--- src/rtl/id_stage_pipe.sv ---
// rtl/id_stage_pipe.sv - RISC-V decode stage: control/immediate decode, bypassed register file,
// load-use hazard bubbles, flush, and the registered ID/EX pipeline output.
package id_stage_pipe_pkg;
  typedef struct packed {
    logic       reg_write;
    logic       mem_read;
    logic       mem_write;
    logic       mem_to_reg;
    logic       alu_src;
    logic       branch;
    logic       jump;
    logic [3:0] alu_ctrl;
  } riscv_control_t;
endpackage

module id_stage_pipe
  import id_stage_pipe_pkg::*;
#(
  parameter int WIDTH = 32,
  parameter int INDEX = 5,
  parameter int NREGS = 32
) (
  input  logic               clk_in,
  input  logic               rst_in,
  input  logic               valid_in,
  input  logic [WIDTH-1:0]   instr_in,
  input  logic [WIDTH-1:0]   pc_in,
  input  logic               stall_in,
  input  logic               flush_in,
  input  logic               we_in,
  input  logic [INDEX-1:0]   rd_in,
  input  logic [WIDTH-1:0]   data_in,
  input  logic               ex_memread_in,
  input  logic [INDEX-1:0]   ex_rd_in,
  output logic               ready_out,
  output logic               valid_out,
  output logic [WIDTH-1:0]   pc_out,
  output logic [INDEX-1:0]   rs1_out,
  output logic [INDEX-1:0]   rs2_out,
  output logic [INDEX-1:0]   rd_out,
  output logic [WIDTH-1:0]   drs1_out,
  output logic [WIDTH-1:0]   drs2_out,
  output logic [WIDTH-1:0]   signimm_out,
  output riscv_control_t     ctrl_vector_out,
  output logic               illegal_out
);
  localparam int AW = (NREGS > 1) ? $clog2(NREGS) : 1;

  logic [6:0]       opcode;
  logic [2:0]       funct3;
  logic [INDEX-1:0] rd, rs1, rs2;
  logic [31:0]      imm32;
  logic [WIDTH-1:0] signimm, drs1, drs2;
  logic [WIDTH-1:0] regs [NREGS];
  riscv_control_t   ctrl;
  logic             hazard, illegal;

  assign opcode = instr_in[6:0];
  assign funct3 = instr_in[14:12];
  assign rd     = INDEX'(instr_in[11:7]);
  assign rs1    = INDEX'(instr_in[19:15]);
  assign rs2    = INDEX'(instr_in[24:20]);

  always_comb begin
    ctrl = '0;
    case (opcode)
      7'b0110011: begin
        ctrl.reg_write = 1'b1;
        ctrl.alu_ctrl  = {instr_in[30], funct3};
      end
      7'b0010011: begin
        ctrl.reg_write = 1'b1;
        ctrl.alu_src   = 1'b1;
        // only srai carries funct7[5]; for other I-ALU ops that bit is immediate
        ctrl.alu_ctrl  = {(funct3 == 3'b101) & instr_in[30], funct3};
      end
      7'b0000011: begin
        ctrl.reg_write  = 1'b1;
        ctrl.mem_read   = 1'b1;
        ctrl.mem_to_reg = 1'b1;
        ctrl.alu_src    = 1'b1;
      end
      7'b0100011: begin
        ctrl.mem_write = 1'b1;
        ctrl.alu_src   = 1'b1;
      end
      7'b1100011: ctrl.branch = 1'b1;
      7'b1101111: begin
        ctrl.reg_write = 1'b1;
        ctrl.jump      = 1'b1;
      end
      7'b1100111: begin
        ctrl.reg_write = 1'b1;
        ctrl.jump      = 1'b1;
        ctrl.alu_src   = 1'b1;
      end
      7'b0110111, 7'b0010111: begin
        ctrl.reg_write = 1'b1;
        ctrl.alu_src   = 1'b1;
      end
      default: ;
    endcase
  end

  always_comb begin
    imm32 = '0;
    case (opcode)
      7'b0000011, 7'b0010011, 7'b1100111:
        imm32 = {{20{instr_in[31]}}, instr_in[31:20]};
      7'b0100011:
        imm32 = {{20{instr_in[31]}}, instr_in[31:25], instr_in[11:7]};
      7'b1100011:
        imm32 = {{19{instr_in[31]}}, instr_in[31], instr_in[7], instr_in[30:25], instr_in[11:8], 1'b0};
      7'b0110111, 7'b0010111:
        imm32 = {instr_in[31:12], 12'b0};
      7'b1101111:
        imm32 = {{11{instr_in[31]}}, instr_in[31], instr_in[19:12], instr_in[20], instr_in[30:21], 1'b0};
      default: ;
    endcase
  end

  assign signimm = WIDTH'($signed(imm32));

  always_ff @(posedge clk_in) begin
    if (rst_in) begin
      for (int i = 0; i < NREGS; i++) regs[i] <= '0;
    end else if (we_in && rd_in != '0 && 32'(rd_in) < NREGS) begin
      regs[rd_in[AW-1:0]] <= data_in;
    end
  end

  // same-cycle writeback is forwarded so decode never sees a stale value
  always_comb begin
    drs1 = '0;
    if (we_in && rd_in != '0 && rd_in == rs1) drs1 = data_in;
    else if (rs1 != '0 && 32'(rs1) < NREGS) drs1 = regs[rs1[AW-1:0]];
  end

  always_comb begin
    drs2 = '0;
    if (we_in && rd_in != '0 && rd_in == rs2) drs2 = data_in;
    else if (rs2 != '0 && 32'(rs2) < NREGS) drs2 = regs[rs2[AW-1:0]];
  end

  assign hazard    = valid_in && ex_memread_in && ex_rd_in != '0 &&
                     (ex_rd_in == rs1 || ex_rd_in == rs2);
  assign illegal   = 32'(rs1) >= NREGS || 32'(rs2) >= NREGS || 32'(rd) >= NREGS;
  assign ready_out = !stall_in && !hazard && !rst_in;

  always_ff @(posedge clk_in) begin
    if (rst_in || flush_in) begin
      valid_out       <= 1'b0;
      pc_out          <= '0;
      rs1_out         <= '0;
      rs2_out         <= '0;
      rd_out          <= '0;
      drs1_out        <= '0;
      drs2_out        <= '0;
      signimm_out     <= '0;
      ctrl_vector_out <= '0;
      illegal_out     <= 1'b0;
    end else if (!stall_in) begin
      if (hazard) begin
        valid_out       <= 1'b0;
        ctrl_vector_out <= '0;
        illegal_out     <= 1'b0;
      end else begin
        valid_out       <= valid_in;
        pc_out          <= pc_in;
        rs1_out         <= rs1;
        rs2_out         <= rs2;
        rd_out          <= rd;
        drs1_out        <= drs1;
        drs2_out        <= drs2;
        signimm_out     <= signimm;
        ctrl_vector_out <= (valid_in && !illegal) ? ctrl : '0;
        illegal_out     <= valid_in && illegal;
      end
    end
  end
endmodule

--- config.mk ---
export PLATFORM = sky130hd
export DESIGN_NAME = id_stage_pipe
export DESIGN_NICKNAME = d
export VERILOG_FILES = /design/src/rtl/id_stage_pipe.sv
export SDC_FILE = /design/constraint.sdc
export NUM_CORES = 2
export LEC_CHECK = 0
export ABC_AREA = 0
export BUFFER_PORTS_ARGS = -buffer_cell sky130_fd_sc_hd__buf_2
export CAP_MARGIN = 20
export CORE_UTILIZATION = 62
export CTS_BUF_LIST = sky130_fd_sc_hd__clkbuf_8 sky130_fd_sc_hd__clkbuf_16
export CTS_CLUSTER_DIAMETER = 60
export DETAILED_ROUTE_END_ITERATION = 10
export PLACE_DENSITY_LB_ADDON = 0.08
export SKIP_LAST_GASP = 1
export SYNTH_ARGS = -nofsm -noshare
export SYNTH_HDL_FRONTEND = slang
export SYNTH_SLANG_ARGS = --single-unit
--- constraint.sdc ---
create_clock -name clk_in -period 2.7 [get_ports clk_in]
set_input_delay 0.54 -clock clk_in [delete_from_list [all_inputs] [get_ports clk_in]]
set_output_delay 0.54 -clock clk_in [all_outputs]
set_load 0.005 [all_outputs]
# Yosys cells after proc, flatten, opt, wreduce, memory -nomap -nowiden
# Memories as Yosys holds them, arrays and structs flattened.
# Index checks and enable logic that the tools add are counted.
[totals] mem_bits_rw=1024 reg_bits=155 n_memories=1 output_inout_bits=157 word_cells=81
[memory_table] name="regs" words=32 width=32 rd=2 rd_clocked_by_memory_dff=0 write_ports=32 line_no="54" text="logic [WIDTH-1:0] regs [NREGS];"
[classes] eq_ne=14 bitwise=3 n_reduce_logical=24 mux=23
[op_table] cell="$mux W32" n=5
[op_table] cell="$pmux W32 S5" n=1
[op_table] cell="$reduce_or A32 Y1" n=1
[op_table] cell="$mux W11" n=2
[op_table] cell="$eq A7 B6 Y1 const B" n=3
[op_table] cell="$eq A7 B7 Y1 const B" n=3
[op_table] cell="$eq A5 B5 Y1" n=4
[op_table] cell="$reduce_bool A5 Y1" n=4
[op_table] cell="$eq A7 B5 Y1 const B" n=2
[op_table] cell="$mux W1" n=13
[op_table] cell="$logic_and A1 B1 Y1" n=8
[op_table] cell="$pmux W4 S2" n=1
[op_table] cell="$eq A7 B2 Y1 const B" n=1
[op_table] cell="$reduce_or A7 Y1" n=1
[op_table] cell="$reduce_or A6 Y1" n=1
[op_table] cell="$mux W5" n=1
[op_table] cell="$reduce_or A2 Y1" n=2
[op_table] cell="$eq A3 B3 Y1 const B" n=1
[op_table] cell="$logic_not A1 Y1" n=3
[op_table] cell="$reduce_or A3 Y1" n=1
[op_table] cell="$logic_or A1 B1 Y1" n=2
[op_table] cell="$not A1 Y1" n=2
[op_table] cell="$reduce_and A2 Y1" n=1
[op_table] cell="$and A1 B1 Y1" n=1

# Depth between registers and ports, before layout
[logic_depth] word_depth=7 mapped_depth=11 mapped_depth_nobuf=6

# Worst setup path before layout
# OpenSTA, ideal clock, no wires.
[synth_path] kind="input to register" start="in instr_in[15]" end="reg drs1_out[29]" stages=8 path_slack_ns=0.306 setup_ns=0.124 arrival_time_ns=2.269 path_cell_list="buf_2 buf_4 buf_2 mux4_2 a22oi_1 nand2_1 a221oi_1 a21oi_1"
[synth_between] elab_chain_len=5
[synth_rtl] element="start, declared" line_no="26" text="input logic [WIDTH-1:0] instr_in,"
[synth_rtl] element="branches (longest 5 deep; another with $mem_v2 Z32 W32)"
[synth_rtl] element="end signal, assigned" line_no="173" text="drs1_out <= drs1;"
[synth_rtl] element="end, declared" line_no="41" text="output logic [WIDTH-1:0] drs1_out,"
# Parallel ways; which one is timed is not known.
# A chain may end at the register's enable or synchronous reset.

# Worst setup path after layout
[layout_path] start="in instr_in[15]" end="out ready_out"
[layout_between] elab_chain_len=6
[layout_rtl] element="$eq A5 B5 Y1" line_no="146" text="(ex_rd_in == rs1 || ex_rd_in == rs2);"
[layout_rtl] element="$logic_or A1 B1 Y1" line_no="146"
[layout_rtl] element="$logic_and A1 B1 Y1" line_no="145" text="assign hazard = valid_in && ex_memread_in && ex_rd_in != '0 &&"
[layout_rtl] element="$logic_not A1 Y1" line_no="148" text="assign ready_out = !stall_in && !hazard && !rst_in;"
[layout_rtl] element="$logic_and A1 B1 Y1 (2 in a row)" line_no="148"
[layout_rtl] element="end, declared" line_no="35" text="output logic ready_out,"
# No other way between the ends.

==> metrics.md <==
| Metric | Value |
|---|---|
| H-tree depth | 4 |
| Worst Hold Path EP | pc_out[7]$_SDFFE_PP0P_ |
| RePlAce Congestion | 0.9674 |
| Core Box Area | 0.09544 mm2 |
| Hpwl dp | 123600 um |
| Worst-Skew Late Latency | 750 ps |
| Post-Layout Cell Count | 5871 |
| DR iter-0 viols | 6092 |
| FF-to-FF Start | regs[23][5]$_SDFFCE_PN0P_ |
| Final ANT Viol Nets | 0 |
| Drt total wl | 198600 um |
| Total power | 44.67 mW |
| Initial antenna violation count | 14 |
| Worst hold path depth | 3 |
| Wirelength per Cell | 33.84 um |
| Max-slew headroom | 24.89% |
| Share of flip-flops with an asynchronous set or reset | 0% |
| Min-delay src | pc_in[7] |
| Total gr overflow | 0 |
| Io pins | 270 |
| First-pass GRT wire length | 282300 um |
| Commonest non-fill, non-tap cell in the layout | edfxtp_1 |
| Drt via density | 7.020 |
| RSZ-0062 raised after global routing | false |
| Number of enable flip-flop cells after synthesis | 1024 |
| Post-CTS Resized | 0 |
| Syn Std Cell Area | 0.06003 mm2 |
| R2R depth | 5 |
| Commonest cells after routing, fill and taps aside | edfxtp_1 (1024), and2_1 (997), mux4_2 (519) |
| Commonest register cell after synthesis | edfxtp_1 |
| Syn Inst Count | 4194 |
| Die Y | 313.2 um |
| Postcts setup bufs | 0 |
| Area Overhead vs Synth | 15.78% |
| Die width | 313.2 um |
| Synthesized area per cell | 14.31 um2 |
| CTS tree | yes |
| Filler instances | 6166 |
| Max VDD drop | 629.1 uV |
| Worst-margin pin slew | 1125 ps |
| Buffers on Ports | 268 |
| Hold slack | 37.29 ps |
| Hold Violations, Final | 0 |
| Cell area after placement | 0.06511 mm2 |
| Util after Layout | 72.82% |
| CP Capture Type | output port |
| Root buffer cell | clkbuf_16 |
| Setup Skew | 22.57 ps |
| Outcome | finished, final reports clean |
| Yosys warns | 0 |
| DP Cell Count | 5626 |
| Sequential share of the synthesized area | 56.36% |
| Post-route cell area | 0.06949 mm2 |
| Setup CP Type | input port to output port |
| Element type at the critical path start | input port |
| Leakage | 25.26 nW |
| Fmax | 394.6 MHz |
| RR Endpoint | drs1_out[5]$_SDFFE_PP0P_ |
| Final Net Count | 4610 |
| Data required time at the worst endpoint | 2160 ps |
| Via count | 41.21k |
| Clock sinks | 1178 |
| Number of buffers created by CTS | 134 |
| Largest net degree at the start of global routing | 68 |
| Final setup vio count | 0 |
| Vias in the first global route | 40.95k |
| Max Root-Sink Buffers | 3 |
| Synth Register Bits | 1178 |
| Worst setup margin | 165.7 ps |
| Final Max Tran Viols | 0 |
| Area of the die | 0.09806 mm2 |
| Hold Path Class | input port to flop |
| DR DRC count | 0 |
| Post-CTS Hold Buffers | 0 |
| WP data arrival | 1990 ps |
| Share of post-route cells with drive strength above 1 | 29.72% |
| Clock Pin Slew Worst Setup and Hold Paths | 60 ps |
| Initial core utilization | 62.90% |
| CP max FO | 8 |
| Post-placement setup slack | -107.3 ps |
| Reg-to-reg slack, setup | 590 ps |
| Gr usage total | 40.86% |
| Max_cap viols | 0 |
| Synth cell types | 52 |
| Final period util | 93.86% |
| DR pass1 iterations | 5 |
| Tmin final | 2534 ps |
| Setup_tns | 0 ps |
| Num rows | 113 |
| P per Cell Area | 642.8 mW/mm2 |
## synth_stat cells (all sizes together), types with 8 or more instances
cell	count	area [um2]
a21oi	186	930.9
a221oi	23	201.4
a22oi	186	1396
a31oi	15	93.84
and2	998	6243
buf	135	779.5
clkbuf	305	1145
dfxtp	154	3083
edfxtp	1024	30750
mux2i	90	900.9
mux4	519	11690
nand2	208	780.8
nand3	27	135.1
nor2	84	315.3
o21ai	90	450.4
o22ai	11	68.82
o2bb2ai	25	219.0
or2	32	200.2
xnor2	8	70.07
xor2	12	105.1
## kinds of logic after synthesis
logic type	count (synthesis)	synth area share, %
simple gates	1386	13.24
flops	1178	56.36
mux	609	20.97
compound gates	553	5.874
buf+inv	447	3.250
xor+xnor	20	0.2918
other cells	1	0.006247
## flip-flops by register name (all words and copies together) (netlist names)
signal           cells
valid_out            1
drs1_out            32
rs2_out              5
signimm_out         32
ctrl_vector_out     10
rs1_out              5
pc_out              32
drs2_out            32
regs              1024
rd_out               5
## power by group
group / switching, mW / total (mW) / internal, mW / leakage, nW
combinational: 2.98 / 5.30 / 2.32 / 11.9
sequential: 0.516 / 21.2 / 20.7 / 11.0
clock: 7.36 / 18.1 / 10.8 / 2.31
## area by class of cell
cell class | count | area [um2] | share of cell area (%)
Timing Repair Buffer | 575 | 5020 | 7.223
Clock buffer | 151 | 3689 | 5.308
Inverter | 7 | 26.28 | 0.03781
Clock inverter | 91 | 688.2 | 0.9902
Multi-Input combinational cell | 2601 | 24650 | 35.47
Antenna cell | 3 | 7.507 | 0.01080
Tap cell | 1265 | 1583 | 2.278
Sequential cell | 1178 | 33830 | 48.68
## metal layers
layer / vias to the layer above / share of wire [%] / global-route usage (%)
li1: 16547 / - / -
met4: 12 / 6.6 / 23.99
met2: 3399 / 46 / 63.49
met3: 663 / 13 / 10.27
met1: 20591 / 34 / 52.66
met5: - / 0.042 / 0
## critical path: stages
cell and delay (ps):
buf_8 120, buf_12 140, xor2_1 160, nor3_1 180
a22oi_1 160, buf_4 170, o21ai_4 270, nor2_1 110
buf_2 140
## worst max path at each step
stage / from / cells past startpoint / slack [ps] / endpoint
final: instr_in[15] / 9 / 170 / ready_out
after global routing: instr_in[15] / 9 / 90 / ready_out
after CTS: instr_in[15] / 9 / 150 / ready_out
after detailed placement: instr_in[15] / 8 / -110 / drs1_out[5]$_SDFFE_PP0P_
after global placement: instr_in[23] / 9 / -150 / drs2_out[24]$_SDFFE_PP0P_
after floorplan: instr_in[15] / 8 / 310 / drs1_out[29]$_SDFFE_PP0P_
Note: power is estimated with default switching activity, not from simulation.
